==> src/rtl/aes_pkg.sv <==
// -----------------------------------------------------------------------------
// aes_pkg
// Shared constants and types for the AES round-key store.
//   NUM_ROUND_KEYS : number of round keys in an AES-128 schedule (11)
//   KEY_W          : width of one round key in bits (128)
//   KEY_ADDR_W     : width of a round-key index / write address (4)
//   key_addr_t     : round-key index type; valid indices are 1..NUM_ROUND_KEYS
//   stream_state_t : state encoding of the key streaming FSM
// -----------------------------------------------------------------------------
package aes_pkg;

    localparam int NUM_ROUND_KEYS = 11;
    localparam int KEY_W          = 128;
    localparam int KEY_ADDR_W     = 4;

    typedef logic [KEY_ADDR_W-1:0] key_addr_t;

    typedef enum logic {
        ST_IDLE   = 1'b0,
        ST_STREAM = 1'b1
    } stream_state_t;

    // True when an address selects a real key entry. Index 0 means "no write"
    // and anything above the key count is unused address space.
    function automatic logic addr_in_range(key_addr_t addr, int num_keys);
        return (addr != '0) && (int'(addr) <= num_keys);
    endfunction

endpackage

==> src/rtl/round_key_regfile.sv <==
// -----------------------------------------------------------------------------
// round_key_regfile
// Storage for the expanded round keys: NUM_KEYS entries of KEY_W bits,
// indexed 1..NUM_KEYS. One synchronous write port, one combinational read
// port. A read of an out-of-range index returns zero.
//
// Ports
//   clk      in   clock; writes take effect on the rising edge
//   wr_en    in   write strobe (caller guarantees wr_addr is in range)
//   wr_addr  in   entry to write
//   wr_data  in   key to store
//   rd_addr  in   entry to read
//   rd_data  out  contents of entry rd_addr (combinational)
// -----------------------------------------------------------------------------
module round_key_regfile
    import aes_pkg::*;
#(
    parameter int NUM_KEYS = NUM_ROUND_KEYS,
    parameter int KEY_W    = aes_pkg::KEY_W
) (
    input  logic                  clk,
    input  logic                  wr_en,
    input  logic [KEY_ADDR_W-1:0] wr_addr,
    input  logic [KEY_W-1:0]      wr_data,
    input  logic [KEY_ADDR_W-1:0] rd_addr,
    output logic [KEY_W-1:0]      rd_data
);

    logic [KEY_W-1:0] mem [1:NUM_KEYS];

    // NOTE: the key array deliberately has no reset; a valid bitmap in the
    // parent tracks which entries hold real data, so clearing 1408 flops
    // would buy nothing and prevents the array mapping onto plain registers.
    always_ff @(posedge clk) begin
        if (wr_en) begin
            mem[wr_addr] <= wr_data;
        end
    end

    always_comb begin
        rd_data = '0;
        if (addr_in_range(rd_addr, NUM_KEYS)) begin
            rd_data = mem[rd_addr];
        end
    end

endmodule

==> src/rtl/round_key_store.sv <==
// -----------------------------------------------------------------------------
// round_key_store
// Holds an AES round-key schedule written by the key expander and streams it
// to a consumer over a valid/ready handshake, in forward order (1..N) for
// encryption or reverse order (N..1) for decryption.
//
// Ports
//   clk         in   clock
//   rst         in   synchronous active-high reset
//   wr_addr     in   expander write index, 1..NUM_KEYS; 0 = no write.
//                    Index 1 starts a new schedule and aborts any stream.
//   wr_key      in   key written with wr_addr
//   wr_loaded   in   expander reports the whole schedule has been written
//   start       in   single-cycle request to stream every key
//   decrypt     in   stream order, captured with start (1 = reverse)
//   key_ready   in   consumer accepts key_out this cycle
//   key_out     out  registered round key on offer
//   key_round   out  index of key_out; 0 while key_valid is low
//   key_valid   out  key_out / key_round are valid
//   keys_ready  out  a complete schedule is held and start will be accepted
//   busy        out  a stream is in progress
// -----------------------------------------------------------------------------
module round_key_store
    import aes_pkg::*;
#(
    parameter int NUM_KEYS = NUM_ROUND_KEYS,
    parameter int KEY_W    = aes_pkg::KEY_W
) (
    input  logic                  clk,
    input  logic                  rst,
    input  logic [KEY_ADDR_W-1:0] wr_addr,
    input  logic [KEY_W-1:0]      wr_key,
    input  logic                  wr_loaded,
    input  logic                  start,
    input  logic                  decrypt,
    input  logic                  key_ready,
    output logic [KEY_W-1:0]      key_out,
    output logic [KEY_ADDR_W-1:0] key_round,
    output logic                  key_valid,
    output logic                  keys_ready,
    output logic                  busy
);

    localparam key_addr_t FIRST_IDX = key_addr_t'(1);
    localparam key_addr_t LAST_IDX  = key_addr_t'(NUM_KEYS);
    // Bitmap value right after a new schedule begins: only key 1 present.
    localparam logic [NUM_KEYS:1] FIRST_ONLY = {{(NUM_KEYS-1){1'b0}}, 1'b1};

    stream_state_t state;
    stream_state_t state_next;

    logic [NUM_KEYS:1] valid_map;   // bit i set once key i has been written
    logic              dir_dec;     // order captured at start
    logic              wr_hit;      // wr_addr selects a real entry
    logic              new_sched;   // wr_addr == 1: schedule restarts
    logic              load_first;  // stream accepted; load its first key
    logic              advance;     // transfer of a non-final key
    logic              stop;        // stream ends (final transfer or abort)
    key_addr_t         first_idx;
    key_addr_t         end_idx;
    key_addr_t         step_idx;
    key_addr_t         rd_addr;
    logic [KEY_W-1:0]  rd_data;

    assign wr_hit    = addr_in_range(wr_addr, NUM_KEYS);
    assign new_sched = (wr_addr == FIRST_IDX);
    assign busy      = (state == ST_STREAM);

    // Stream ordering. decrypt is only looked at on the start cycle; during
    // the stream the latched dir_dec steers the walk.
    assign first_idx = decrypt ? LAST_IDX  : FIRST_IDX;
    assign end_idx   = dir_dec ? FIRST_IDX : LAST_IDX;
    assign step_idx  = dir_dec ? (key_round - FIRST_IDX) : (key_round + FIRST_IDX);

    // The register file is read combinationally one cycle ahead, so the next
    // key is registered into key_out on the same edge as the transfer and
    // back-to-back keys need no bubble.
    assign rd_addr = load_first ? first_idx : step_idx;

    round_key_regfile #(
        .NUM_KEYS (NUM_KEYS),
        .KEY_W    (KEY_W)
    ) u_regfile (
        .clk     (clk),
        .wr_en   (wr_hit),
        .wr_addr (wr_addr),
        .wr_data (wr_key),
        .rd_addr (rd_addr),
        .rd_data (rd_data)
    );

    // NOTE: sequential state is always written with non-blocking '<=' so
    // every flop samples pre-edge values regardless of block ordering.
    always_ff @(posedge clk) begin
        if (rst) begin
            state <= ST_IDLE;
        end else begin
            state <= state_next;
        end
    end

    // NOTE: every signal this block drives gets a default before the case,
    // so no path can leave one unassigned and infer a latch.
    always_comb begin
        state_next = state;
        load_first = 1'b0;
        advance    = 1'b0;
        stop       = 1'b0;
        case (state)
            ST_IDLE: begin
                // A schedule restart in the same cycle beats start.
                if (start && keys_ready && !new_sched) begin
                    state_next = ST_STREAM;
                    load_first = 1'b1;
                end
            end
            ST_STREAM: begin
                if (new_sched) begin
                    state_next = ST_IDLE;
                    stop       = 1'b1;
                end else if (key_valid && key_ready) begin
                    if (key_round == end_idx) begin
                        state_next = ST_IDLE;
                        stop       = 1'b1;
                    end else begin
                        advance = 1'b1;
                    end
                end
            end
            default: begin
                state_next = ST_IDLE;
            end
        endcase
    end

    // Schedule bookkeeping and the registered output stage.
    always_ff @(posedge clk) begin
        if (rst) begin
            valid_map  <= '0;
            keys_ready <= 1'b0;
            dir_dec    <= 1'b0;
            key_valid  <= 1'b0;
            key_round  <= '0;
            key_out    <= '0;
        end else begin
            keys_ready <= wr_loaded && (&valid_map) && !new_sched;

            if (new_sched) begin
                valid_map <= FIRST_ONLY;
            end else if (wr_hit) begin
                valid_map[wr_addr] <= 1'b1;
            end

            // key_out only changes on load/advance, so it holds under
            // backpressure and ignores writes to the entry it came from.
            if (load_first) begin
                dir_dec   <= decrypt;
                key_valid <= 1'b1;
                key_round <= first_idx;
                key_out   <= rd_data;
            end else if (advance) begin
                key_round <= step_idx;
                key_out   <= rd_data;
            end else if (stop) begin
                key_valid <= 1'b0;
                key_round <= '0;
            end
        end
    end

endmodule
==> config.mk <==
export PLATFORM = sky130hd
export DESIGN_NAME = round_key_store
export DESIGN_NICKNAME = d
export VERILOG_FILES = /design/src/rtl/aes_pkg.sv /design/src/rtl/round_key_regfile.sv /design/src/rtl/round_key_store.sv
export SDC_FILE = /design/constraint.sdc
export NUM_CORES = 2
export LEC_CHECK = 0
export ABC_CLOCK_PERIOD_IN_PS = 17900
export CORE_MARGIN = 10
export CORE_UTILIZATION = 40
export DETAILED_ROUTE_END_ITERATION = 6
export DONT_BUFFER_PORTS = 1
export PLACE_DENSITY = 0.57
export RECOVER_POWER = 25
export SLEW_MARGIN = 20
export SYNTH_ARGS = -nofsm -noshare
export SYNTH_HDL_FRONTEND = slang
export SYNTH_SLANG_ARGS = --single-unit
==> constraint.sdc <==
create_clock -name clk -period 17.9 [get_ports clk]
set_input_delay 3.58 -clock clk [delete_from_list [all_inputs] [get_ports clk]]
set_output_delay 3.58 -clock clk [all_outputs]
set_load 0.05 [all_outputs]
==> results.sh <==
export IMPL_outcome="finished clean"
export IMPL_yosysSeqAreaShare_pct=74.1
export IMPL_grt_pass1_vias=34500
export IMPL_fmax_ghz=0.146
export IMPL_worstSkewPairLatency_ps=790
export IMPL_drive_gt1_share_pct=12.1
export IMPL_synth_area_leader_cell="edfxtp_1"
export IMPL_hold_class="reg2reg"
export IMPL_drc=0
export IMPL_num_antenna_cells=0
export IMPL_drtPass1Iterations=7
export IMPL_holdWs_ps=463
export IMPL_dp_hpwl_um=83200
export IMPL_numPortBuffers=0
export IMPL_fin_skew_ps=40.6
export IMPL_cp_slowest_cell="or4b_1"
export IMPL_wl_per_cell_um=28.9
export IMPL_fillers=13100
export IMPL_power_total_uw=7440
export IMPL_drv_cap=0
export IMPL_crit_buf_inv=3
export IMPL_grtUsageMet1_pct=25.2
export IMPL_ys_warn_count=0
export IMPL_yosys_cell_types_count=43
export IMPL_power_density_mw_per_mm2=109
export IMPL_synth_avg_cell_area_sq_um=16.8
export IMPL_vdd_drop_max_mv=0.0839
export IMPL_cts_max_level=4
export IMPL_synth_cells=3621
export IMPL_first_iter_violations=3151
export IMPL_synthFlopType="edfxtp_1"
export IMPL_io_pins=273
export IMPL_synth_nets=3763
export IMPL_synthTopCellsByArea="edfxtp_1 69%, dfxtp_1 4.8%, mux4_2 4.7%, mux2i_1 4.2%, a21oi_1 2.2%"
export IMPL_dieArea_sq_mm=0.169
export IMPL_synth_seq_cells=1555
export IMPL_clk_pin_slew_ps=60
export IMPL_crit_arrival_ps=7530
export IMPL_cts_hold_repair_buffers=0
export IMPL_cts_root_buf="clkbuf_16"
export IMPL_max_stage_delay_ps=940
export IMPL_max_slew_worst_pin_slew_ps=1100
export IMPL_die_h_um=411
export IMPL_setup_worst_path_start_class="input port"
export IMPL_initial_core_util_pct=40.2
export IMPL_routabilityCongestion=0.713
export IMPL_vias=34100
export IMPL_core_sq_mm=0.152
export IMPL_busiest_layer="met2"
export IMPL_synth_edff_count=1408
export IMPL_cts_buffer_depth=3
export IMPL_setup_tns_ps=0
export IMPL_worst_ep_required_time_ps=18560
export IMPL_slew_viol_final=0
export IMPL_worstPathMaxFanout=51
export IMPL_end_kind="flop"
export IMPL_grt_overflow=0
export IMPL_grt_max_degree=132
export IMPL_grt_setup_unrepaired="no"
export IMPL_cts_setup_buffers=0
export IMPL_cpLargestDelayFamily="simple AND/OR/NAND/NOR gates"
export IMPL_syn2layout_area_growth_pct=11.8
export IMPL_hold_viol_final=0
export IMPL_grt_pass1_wl_um=242000
export IMPL_met2_usage_pct=30.9
export IMPL_grtUsageTotal_pct=19.1
export IMPL_post_cts_resized=0
export IMPL_async_flop_share_pct=0
export IMPL_synth_top_cell_area_share_pct=69.3
export IMPL_path_cells="or4b_1, inv_6, nor2_4, buf_4, or4_1, and4_4, buf_4, a32o_1"
export IMPL_finalNetCount=3708
export IMPL_cts_tree="built"
export IMPL_final_area_sq_mm=0.0682
export IMPL_die_w_um=411
export IMPL_period_share_pct=38.4
export IMPL_antenna_found_initial=3
export IMPL_cpMostUsedCell="buf_4"
export IMPL_drtAntennaViolNets=0
export IMPL_via_per_inst=5.94
export IMPL_p_leak_uw=0.0202
export IMPL_grtUsageMet3_pct=5.51
export IMPL_post_route_min_period_ps=6870
export IMPL_dp_cells=5429
export IMPL_final_cells=5737
export IMPL_setup_viol=0
export IMPL_path_class="in2reg"
export IMPL_relSlewSlack_pct=26.5
export IMPL_totalWireLength_um=166000
export IMPL_cts_sinks=1555
export IMPL_placed_cell_area_sq_mm=0.0631
export IMPL_netlist_area_sq_mm=0.0610
export IMPL_numCtsBuffers=165
export IMPL_num_rows=143
[logic make-up after synthesis]
kind of cell	share of synthesized area, %
XOR/XNOR	0.0574
buffers and inverters	2.10
adder cells (fa/ha/maj)	0.0944
multiplexers	8.93
AND/OR/NAND/NOR	5.01
flip-flops	74.1
AO/OA/AOI/OAI	9.67
[area by class of cell]
class                      count  area (sq um)  area share (%)
timing repair buffer          78           661           0.969
tap                         2030          2540            3.72
sequential                  1555         45200            66.3
multi-input combinational   1764         14700            21.5
clock inverter                63           499           0.732
inverter                       2          12.5          0.0183
clock buffer                 245          4590            6.73
[cell usage in the layout, fill, tap and decap left out, types with 4 or more instances in the layout]
cell       Yosys  routed
clkbuf_1     228      65
buf_4          1      72
inv_16         0       6
nor3b_1      128     128
a32o_1       128     128
o311ai_1      20      20
nand2_1        7       5
inv_6          1       4
mux4_2       128     128
o211ai_1     128     128
nor2_4         0       7
nor3_1       262     258
a21oi_1      267     265
o21ai_0        6       4
mux2i_1      256     256
buf_12         0       6
nand2b_1       5       5
o22a_1       128     128
clkbuf_8       0      14
clkinv_1       0      25
dfxtp_1      147     146
nor3_2         0       4
clkbuf_16      0     166
nor2_1       162     156
clkinv_2       0      21
edfxtp_1    1408    1408
o311ai_0     108     108
[metal layers]
layer | vias up | routed length (um)
li1 | 14800 | -
met1 | 17800 | 69000
met2 | 1251 | 78300
met4 | 0 | 3550
met3 | 237 | 14700
met5 | - | 0
[cell usage after synthesis, drive strengths merged (72+ instances only)]
cell / n
edfxtp: 1408
nor3: 262
o22a: 128
o311ai: 128
buf: 72
o211ai: 128
nor2: 163
a21oi: 267
clkbuf: 228
mux2i: 256
a32o: 128
nor3b: 128
dfxtp: 147
mux4: 128
[sequential cells by signal (all words and copies together) (netlist names)]
| signal | flops |
|---|---|
| busy | 1 |
| keys_ready | 1 |
| u_regfile.mem | 1408 |
| dir_dec | 1 |
| key_round | 4 |
| valid_map | 11 |
| key_out | 128 |
| key_valid | 1 |
[worst reg2reg max path, cell delays in order (launching register included)]
cell and delay (ps):
dfxtp_1 560, fa_4 1330, buf_4 740, buf_4 710, buf_4 790, buf_4 830, mux2i_1 300, a21oi_1 80
o211ai_1 130, o311ai_0 320, a32o_1 390
[worst paths after layout]
kind	start	to	slack, ps	depth (start not counted)
setup reg to reg	key_round[1]$_SDFFE_PP0P_	key_out[47]$_SDFFE_PP0P_	11620	10
hold reg to reg	valid_map[11]$_SDFFE_PP0P_	keys_ready$_SDFF_PP0_	460	2
setup / recovery	wr_addr[1]	key_out[88]$_SDFFE_PP0P_	11030	8
hold / removal	valid_map[11]$_SDFFE_PP0P_	keys_ready$_SDFF_PP0_	460	2
[where the power goes]
part           total, uW  switching, uW  leakage, uW  internal [uW]
logic                112           75.4      0.00376           36.7
registers           4100           27.2       0.0140           4070
clock network       3230           1410      0.00248           1820
total               7440           1510       0.0202           5920
[per-stage QoR]
step                worst slack, ps  utilization (%)
detailed placement            10240             41.6
global placement              10270             41.6
floorplan                      4660                -
finish                        11030             45.0
CTS                           11090             45.0
global route                  10940             45.0
No activity file was read; power rests on OpenSTA's default activity.
